[src/rtl/calc1_arb.sv]
// calc1_arb: four requesters share one multi-cycle ALU through a round-robin arbiter.
// Define CALC1_ARB_TIMEOUT_EN to end a stalled ALU operation with an error response.
module calc1_arb #(
  parameter int DATA_W = 32
) (
  input  logic              c_clk,
  input  logic              reset,
  input  logic [3:0]        req1_cmd_in,
  input  logic [3:0]        req2_cmd_in,
  input  logic [3:0]        req3_cmd_in,
  input  logic [3:0]        req4_cmd_in,
  input  logic [DATA_W-1:0] req1_data_in,
  input  logic [DATA_W-1:0] req2_data_in,
  input  logic [DATA_W-1:0] req3_data_in,
  input  logic [DATA_W-1:0] req4_data_in,
  output logic [1:0]        out_resp1,
  output logic [1:0]        out_resp2,
  output logic [1:0]        out_resp3,
  output logic [1:0]        out_resp4,
  output logic [DATA_W-1:0] out_data1,
  output logic [DATA_W-1:0] out_data2,
  output logic [DATA_W-1:0] out_data3,
  output logic [DATA_W-1:0] out_data4,
  output logic [3:0]        alu_cmd_out,
  output logic [DATA_W-1:0] alu_op1_out,
  output logic [DATA_W-1:0] alu_op2_out,
  output logic              alu_start_out,
  input  logic              alu_done_in,
  input  logic [1:0]        alu_resp_in,
  input  logic [DATA_W-1:0] alu_data_in
);

  typedef enum logic [1:0] {IDLE, ISSUE, WAIT, RESP} state_t;

  logic [3:0]        cmd_in  [4];
  logic [DATA_W-1:0] data_in [4];

  logic [3:0]        cap_q, cap_d;
  logic [3:0]        pend_q, pend_d;
  logic [3:0]        inv_q, inv_d;
  logic [3:0]        cmd_q   [4];
  logic [DATA_W-1:0] op1_q   [4];
  logic [DATA_W-1:0] op2_q   [4];
  logic [1:0]        resp_q  [4];
  logic [1:0]        resp_d  [4];
  logic [DATA_W-1:0] odata_q [4];
  logic [DATA_W-1:0] odata_d [4];

  state_t            state_q;
  logic [1:0]        rr_q;
  logic [1:0]        gnt_q;
  logic              alu_start_q;
  logic [3:0]        alu_cmd_q;
  logic [DATA_W-1:0] alu_op1_q;
  logic [DATA_W-1:0] alu_op2_q;

  logic              fin;
  logic [1:0]        fin_resp;
  logic [DATA_W-1:0] fin_data;
  logic              win_vld;
  logic [1:0]        win_idx;

`ifdef CALC1_ARB_TIMEOUT_EN
  logic [3:0]        to_cnt_q;
`endif

  assign cmd_in[0]  = req1_cmd_in;
  assign cmd_in[1]  = req2_cmd_in;
  assign cmd_in[2]  = req3_cmd_in;
  assign cmd_in[3]  = req4_cmd_in;
  assign data_in[0] = req1_data_in;
  assign data_in[1] = req2_data_in;
  assign data_in[2] = req3_data_in;
  assign data_in[3] = req4_data_in;

  assign out_resp1 = resp_q[0];
  assign out_resp2 = resp_q[1];
  assign out_resp3 = resp_q[2];
  assign out_resp4 = resp_q[3];
  assign out_data1 = odata_q[0];
  assign out_data2 = odata_q[1];
  assign out_data3 = odata_q[2];
  assign out_data4 = odata_q[3];

  assign alu_cmd_out   = alu_cmd_q;
  assign alu_op1_out   = alu_op1_q;
  assign alu_op2_out   = alu_op2_q;
  assign alu_start_out = alu_start_q;

  function automatic logic cmd_valid(input logic [3:0] c);
    return (c == 4'd1) || (c == 4'd2) || (c == 4'd5) || (c == 4'd6);
  endfunction

  // Any ALU status other than ok is reported as an error with the result suppressed.
  function automatic logic [DATA_W+1:0] map_alu(input logic [1:0] r, input logic [DATA_W-1:0] d);
    if (r == 2'd1) return {2'd1, d};
    return {2'd2, {DATA_W{1'b0}}};
  endfunction

  // Round-robin pick: scanning from the highest offset down leaves the nearest pending port.
  always_comb begin
    win_vld = 1'b0;
    win_idx = rr_q;
    for (int k = 3; k >= 0; k--) begin
      if (pend_q[rr_q + 2'(k)]) begin
        win_vld = 1'b1;
        win_idx = rr_q + 2'(k);
      end
    end
  end

  always_comb begin
    fin      = 1'b0;
    fin_resp = 2'd0;
    fin_data = '0;
    if (state_q == WAIT) begin
      if (alu_done_in) begin
        fin                  = 1'b1;
        {fin_resp, fin_data} = map_alu(alu_resp_in, alu_data_in);
      end
`ifdef CALC1_ARB_TIMEOUT_EN
      else if (to_cnt_q == 4'hF) begin
        fin      = 1'b1;
        fin_resp = 2'd2;
      end
`endif
    end
  end

  // Per-port capture: cycle 1 takes cmd/op1, cycle 2 takes op2 and either pends or flags invalid.
  always_comb begin
    for (int n = 0; n < 4; n++) begin
      cap_d[n]   = cap_q[n];
      pend_d[n]  = pend_q[n];
      inv_d[n]   = 1'b0;
      resp_d[n]  = 2'd0;
      odata_d[n] = '0;
      if (cap_q[n]) begin
        cap_d[n] = 1'b0;
        if (cmd_valid(cmd_q[n])) pend_d[n] = 1'b1;
        else                     inv_d[n]  = 1'b1;
      end else if ((cmd_in[n] != 4'd0) && !pend_q[n]) begin
        cap_d[n] = 1'b1;
      end
      if (inv_q[n]) resp_d[n] = 2'd2;
      if (fin && (gnt_q == 2'(n))) begin
        pend_d[n]  = 1'b0;
        resp_d[n]  = fin_resp;
        odata_d[n] = fin_data;
      end
    end
  end

  always_ff @(posedge c_clk or negedge reset) begin
    if (!reset) begin
      cap_q  <= '0;
      pend_q <= '0;
      inv_q  <= '0;
      for (int n = 0; n < 4; n++) begin
        resp_q[n]  <= 2'd0;
        odata_q[n] <= '0;
      end
    end else begin
      cap_q  <= cap_d;
      pend_q <= pend_d;
      inv_q  <= inv_d;
      for (int n = 0; n < 4; n++) begin
        resp_q[n]  <= resp_d[n];
        odata_q[n] <= odata_d[n];
      end
    end
  end

  // Operand storage is gated by the control flags, so it needs no reset.
  always_ff @(posedge c_clk) begin
    for (int n = 0; n < 4; n++) begin
      if (cap_d[n] && !cap_q[n]) begin
        cmd_q[n] <= cmd_in[n];
        op1_q[n] <= data_in[n];
      end
      if (cap_q[n]) op2_q[n] <= data_in[n];
    end
  end

  always_ff @(posedge c_clk or negedge reset) begin
    if (!reset) begin
      state_q     <= IDLE;
      rr_q        <= 2'd0;
      gnt_q       <= 2'd0;
      alu_start_q <= 1'b0;
      alu_cmd_q   <= 4'd0;
      alu_op1_q   <= '0;
      alu_op2_q   <= '0;
`ifdef CALC1_ARB_TIMEOUT_EN
      to_cnt_q    <= 4'd0;
`endif
    end else begin
      alu_start_q <= 1'b0;
      case (state_q)
        IDLE: begin
          if (win_vld) begin
            state_q     <= ISSUE;
            gnt_q       <= win_idx;
            rr_q        <= win_idx + 2'd1;
            alu_start_q <= 1'b1;
            alu_cmd_q   <= cmd_q[win_idx];
            alu_op1_q   <= op1_q[win_idx];
            alu_op2_q   <= op2_q[win_idx];
          end
        end
        ISSUE: begin
          state_q <= WAIT;
`ifdef CALC1_ARB_TIMEOUT_EN
          to_cnt_q <= 4'd0;
`endif
        end
        WAIT: begin
          if (fin) begin
            state_q <= RESP;
          end
`ifdef CALC1_ARB_TIMEOUT_EN
          else begin
            to_cnt_q <= to_cnt_q + 4'd1;
          end
`endif
        end
        RESP: begin
          state_q <= IDLE;
        end
        default: begin
          state_q <= IDLE;
        end
      endcase
    end
  end

endmodule

[config.mk]
export PLATFORM = sky130hd
export DESIGN_NAME = calc1_arb
export DESIGN_NICKNAME = d
export VERILOG_FILES = /design/src/rtl/calc1_arb.sv
export SDC_FILE = /design/constraint.sdc
export NUM_CORES = 1
export LEC_CHECK = 0
export BUFFER_PORTS_ARGS = -buffer_cell sky130_fd_sc_hd__buf_4
export CAP_MARGIN = 20
export CORE_MARGIN = 2
export CORE_UTILIZATION = 61
export CTS_BUF_LIST = sky130_fd_sc_hd__clkbuf_8
export DETAILED_ROUTE_END_ITERATION = 10
export MAX_ROUTING_LAYER = met4
export PLACE_DENSITY = 0.93
export SETUP_SLACK_MARGIN = 0.5
export SLEW_MARGIN = 20
export SYNTH_ARGS = -nofsm -noshare
export SYNTH_HDL_FRONTEND = slang
export SYNTH_SLANG_ARGS = --single-unit
[constraint.sdc]
create_clock -name c_clk -period 5.8 [get_ports c_clk]
set_input_delay 0 -clock c_clk [delete_from_list [all_inputs] [get_ports c_clk]]
set_output_delay 0 -clock c_clk [all_outputs]
set_load 0.01 [all_outputs]
# --- After elaboration in Yosys (flattened, before gate mapping) ---
# Memories as Yosys holds them, arrays and structs flattened. A register that Yosys moved wholly into a read port is not among the register bits.
# Index checks and enable logic that the tools add are counted.
# Widths: inputs -> output; s select.
totals:
  ff_bits: 155
  ramBits: 272
  inputBits: 181
  out_inout_bits: 205
  word_cells: 197
  n_memories: 3
mem_list:
  columns: ["memory", "depth", "width", "read_ports", "rd_ports_with_merged_regs", "wr", "line", "rtl"]
  rows:
  - ["op1_q", 4, 32, 1, 1, 4, "42", "logic [DATA_W-1:0] op1_q [4];"]
  - ["op2_q", 4, 32, 1, 1, 4, "43", "logic [DATA_W-1:0] op2_q [4];"]
  - ["cmd_q", 4, 4, 5, 1, 4, "41", "logic [3:0] cmd_q [4];"]
classes:
  n_addsub: 4
  order_cmp: 4
  n_eq_ne: 25
  muxes: 88
  n_reduce_logical: 55
op_table:
  columns: ["cell", "n"]
  rows:
  - ["$mux 32", 6]
  - ["$mux 34", 2]
  - ["$mux 1", 59]
  - ["$eq 4x3->1 const B", 8]
  - ["$mux 2", 16]
  - ["$eq 4x1->1 const B", 4]
  - ["$eq 4x2->1 const B", 4]
  - ["$reduce_bool 2->1", 8]
  - ["$reduce_bool 4->1", 4]
  - ["$logic_and 1x1->1", 12]
  - ["$logic_or 1x1->1", 12]
  - ["$lt 2x3->1 const B", 4]
  - ["$reduce_and 2->1", 6]
  - ["$logic_not 1->1", 11]
  - ["$bmux 1 s2", 4]
  - ["$eq 2x2->1 const B", 4]
  - ["$pmux 2 s4", 1]
  - ["$eq 2x1->1 const B", 3]
  - ["$add 2x1->2 const B", 2]
  - ["$add 2x2->2 const B", 2]
  - ["$logic_not 2->1", 2]
  - ["$ne 2x2->1 const B", 2]

# --- Logic depth before layout (Yosys ltp) ---
logic_depth:
  word_depth: 9
  mapped_depth: 9
  depth_no_buf: 6

# --- Least setup slack after synthesis ---
# OpenSTA, ideal clock, no wires.
synth_timing:
  kind: "register to register"
  start: "register cap_q[0]"
  end: "memory cmd_q[0][0] (enable)"
  setup_time_ps: 476
  t_arrival_ps: 3457
  t_required_ps: 5324
  slack_ps: 1868
  stages_incl_launch_ff: 2
  n_path_buf: 0
  period_less_slack_ps: 3932
  path_cell_list: "dfrtp_1 > nor3_1"
synth_rtl:
  columns: ["element", "line", "rtl"]
  rows:
  - ["start: declaration", "38", "logic [3:0] cap_q, cap_d;"]
  - ["start signal: assignment", "164", "cap_q <= cap_d;"]
  - ["end: declaration", "41", null]

# --- Worst setup path in the final report ---
layout_timing:
  start: "register pend_q[3]"
  end: "register alu_op1_q[20] (netlist: alu_op1_out[20]), read port of op1_q"
layout_via:
  elab_chain_len: 7
  word_cells_on_any_way: 17
  cone_classes: "mux: 16; reduce/logical: 1"
layout_rtl:
  columns: ["element", "line", "rtl"]
  rows:
  - ["start: declaration", "39", "logic [3:0] pend_q, pend_d;"]
  - ["start signal: assignment", "165", "pend_q <= pend_d;"]
  - ["$bmux 1 s2", "105", "if (pend_q[rr_q + 2'(k)]) begin"]
  - ["$mux 1 (not written as such)", "105", null]
  - ["$mux 1 (4 in a row)", "105", null]
  - ["$reduce_and 2->1 (no source line)", null, null]
  - ["end: declaration", "54", "logic [DATA_W-1:0] alu_op1_q;"]
# Several ways; a longest one is shown, not always the timed one. The select of a mux whose other input is x is not followed.
# A chain may end at the register's enable or synchronous reset.

==> results.py <==
metrics = {
    "status": {
        "status": "complete, no violations",
    },
    "power": {
        "p_per_area_nw_per_um2": 505.3,
        "vdd_drop_max_v": 0.0004389,
        "power_leakage_nw": 10.82,
    },
    "finish": {
        "drive_above_1_share": 0.2901,
        "area_growth_syn_to_layout_pct": 36.26,
        "nNetsFinal": 1961,
        "finish.instance_area_um2": 24620,
    },
    "global_routing": {
        "grt_usage": 0.3856,
        "grt.overflow.total": 0,
        "grt_antenna_before_repair": 2,
        "grt_max_degree": 91,
        "grt_pass1_wl_mm": 85.76,
        "grt_pass1_vias": 14333,
    },
    "timing": {
        "fin_worst_skew_ns": 0.05133,
        "hold_viol": 0,
        "tightest_slew_ns": 1.148,
        "rsz0062_at_grt": "false",
        "fmax_mhz": 280.8,
        "min_period_over_period": 0.6140,
        "hold_slack_ns": 0.01721,
        "final.setup.tns_ns": 0,
        "final-max-slew-violation-count": 0,
        "final-setup-viol-count": 0,
        "slew_headroom": 0.2345,
        "fin_crit_ns": 3.561,
    },
    "logic_synthesis": {
        "avgSynthCellArea_um2": 15.17,
        "synth-async-reset-ratio": 0.4505,
        "synth_mux_area_frac": 0.03767,
        "synth-compound-area-share": 0.08884,
        "synth-seq-cells": 495,
        "synth_top_flop_cell": "edfxtp_1",
        "synth_edf_count": 272,
        "syn-num-nets": 1374,
        "syn_area_um2": 18070,
        "synth_xor_area_frac": 0.002423,
        "yosysWarnings": 0,
        "postSynthCellCount": 1191,
        "synth_top_family_by_area": "compound AO/OA/AOI/OAI gates",
        "yosys.area_share.simple": 0.07381,
        "yosysSeqAreaShare": 0.7608,
        "synth_cell_types": 37,
        "synthAdderAreaFrac": 0.001385,
    },
    "placement": {
        "place_congestion": 0.8464,
        "hpwl_mm": 28.82,
        "portBuffers": 385,
        "dpl_cell_area_um2": 21330,
    },
    "drt": {
        "route.detailed.drc": 0,
        "via_count": 13977,
        "drt_iter0_drc": 1991,
        "first_pass_iters": 7,
        "vias_per_cell": 6.265,
        "antenna_left": 0,
        "wl_per_cell_um": 26.69,
        "routed_wirelength_mm": 59.56,
    },
    "clocking": {
        "clock_latency_ns": 0.62,
        "cts_tree": "yes",
        "cts_sinks": 495,
        "ctsHoldBuffers": 181,
        "cts_root_buffer": "clkbuf_8",
        "post_cts_resized": 0,
        "cts_setup_buffers": 0,
        "cts_buffer_depth": 3,
        "clk_pin_slew_ns": 0.07,
        "htreeDepth": 3,
        "numCtsBuffers": 73,
    },
    "worst_setup_path": {
        "max_stage_delay_ns": 0.67,
        "crit_arrival_ns": 4.00,
        "r2r_end": "alu_op1_out[20]",
        "cp_slowest_cell": "buf_4",
        "cp_max_fo": 46,
        "r2r_start": "pend_q[3]",
        "timing.reg2reg.worst_path_depth": 6,
        "cp-startpoint": "pend_q[3]",
        "startpoint_type": "flop",
        "path_class": "flop to flop",
        "critPathRequiredTime_ns": 6.24,
        "timing.critical_path.mode_cell": "a211oi_1",
        "crit_chain": "or2_1, o31ai_2, a21o_2, buf_4, a211oi_1, a211oi_1",
        "critPathCapture": "alu_op1_out[20]",
        "r2r_slack_ns": 2.24,
        "cp-end-kind": "flop",
    },
    "floorplan": {
        "row_count": 63,
        "io_pins": 386,
        "die_y_um": 176.1,
        "core_area_um2": 29400,
        "start_util": 0.6146,
        "dieWidth_um": 176.1,
        "die-area_um2": 31010,
    },
    "worst_hold_path": {
        "hold_path.class": "input pin to asynchronous set/reset pin",
    },
    "flow_run": {
        "drv_cap": 0,
    },
}
[placed cells by master (no fill, tap or decap), types with 68 or more instances in the layout]
| cell type | n |
|---|---|
| buf_4 | 401 |
| edfxtp_1 | 272 |
| dfrtp_1 | 219 |
| dlygate4sd3_1 | 181 |
| and2_1 | 128 |
| a211oi_1 | 127 |
| inv_1 | 99 |
| clkbuf_8 | 88 |
| nor2_1 | 85 |
| mux2i_1 | 68 |
| a31oi_1 | 68 |
[synth_stat cells (2+ instances only)]
cell,count,share of area
edfxtp_1,272,0.45
dfrtp_1,223,0.31
and2_1,128,0.044
a211oi_1,127,0.053
nor2_1,87,0.018
inv_1,72,0.015
a31oi_1,68,0.024
mux2i_1,68,0.038
clkbuf_1,47,0.0098
buf_2,17,0.0047
a211oi_2,9,0.0062
nand2_1,9,0.0019
nor2b_1,8,0.0028
nor3_1,8,0.0022
buf_6,6,0.0037
a21oi_1,5,0.0014
nor4_1,5,0.0017
xnor2_1,5,0.0024
buf_4,4,0.0017
o21ai_0,3,0.00083
a21o_1,2,0.00083
ha_1,2,0.0014
nand3_1,2,0.00055
[metrics by stage]
stage | util | power, mW | cells | setup WS, ns
after floorplan | - | 7.598 | 1191 | 1.868
after global placement | 0.7253 | 8.775 | 1910 | 2.473
after detailed placement | 0.7253 | 9.048 | 1910 | 2.236
after CTS | 0.8352 | 11.87 | 2225 | 2.178
after global routing | 0.8374 | 12.79 | 2230 | 2.241
final | 0.8374 | 12.44 | 2231 | 2.239
[state kept, by name (all words and copies together), names as in the netlist]
name           cells
alu_cmd_out        4
alu_op1_out       32
alu_op2_out       32
alu_start_out      1
cap_q              4
cmd_q             16
gnt_q              2
inv_q              4
op1_q            128
op2_q            128
out_data1         32
out_data2         32
out_data3         32
out_data4         32
out_resp1          2
out_resp2          2
out_resp3          2
out_resp4          2
pend_q             4
rr_q               2
state_q            2
[worst min path at each step]
| stage | end |
|---|---|
| global route | out_data3[25] |
| CTS | out_resp4[1] |
| detailed placement | out_data1[0] |
| finish | out_data2[1] |
| global placement | out_data2[30] |
| floorplan | alu_cmd_out[0] |
[cell families after synthesis]
| group | Yosys count |
|---|---|
| xor+xnor | 5 |
| buf+inv | 147 |
| flops | 495 |
| fa+ha+maj | 2 |
| simple gates | 253 |
| compound gates | 221 |
| mux | 68 |
[cell type report]
| class | instances | area, um2 |
|---|---|---|
| Sequential cell | 495 | 13750 |
| Timing Repair Buffer | 586 | 4912 |
| Fill cell | 1168 | 4780 |
| Multi-Input combinational cell | 549 | 3765 |
| Clock buffer | 88 | 1211 |
| Tap cell | 390 | 488.0 |
| Inverter | 73 | 274.0 |
| Clock inverter | 46 | 209.0 |
| Antenna cell | 4 | 10.01 |
[critical path, delay by kind of cell (launching register included)]
kind,cells,cell delay [ns]
buffers and inverters,1,0.67
AOI/OAI and AO/OA,4,1.96
and+or+nand+nor,1,0.27
DFF,1,0.47
[metal layers]
layer / GRT usage / part of all wire / up-vias
met5: - / 0 / -
met4: 0.2307 / 0.072 / 0
met3: 0.08247 / 0.11 / 364
met2: 0.6302 / 0.50 / 1474
met1: 0.4412 / 0.32 / 6649
li1: - / - / 5490
[power by group]
part           internal [mW]  switching, mW
sequential              4.79          0.727
combinational           1.49           2.61
clock                   1.39           1.43
Power figures use the tool's default switching activity.
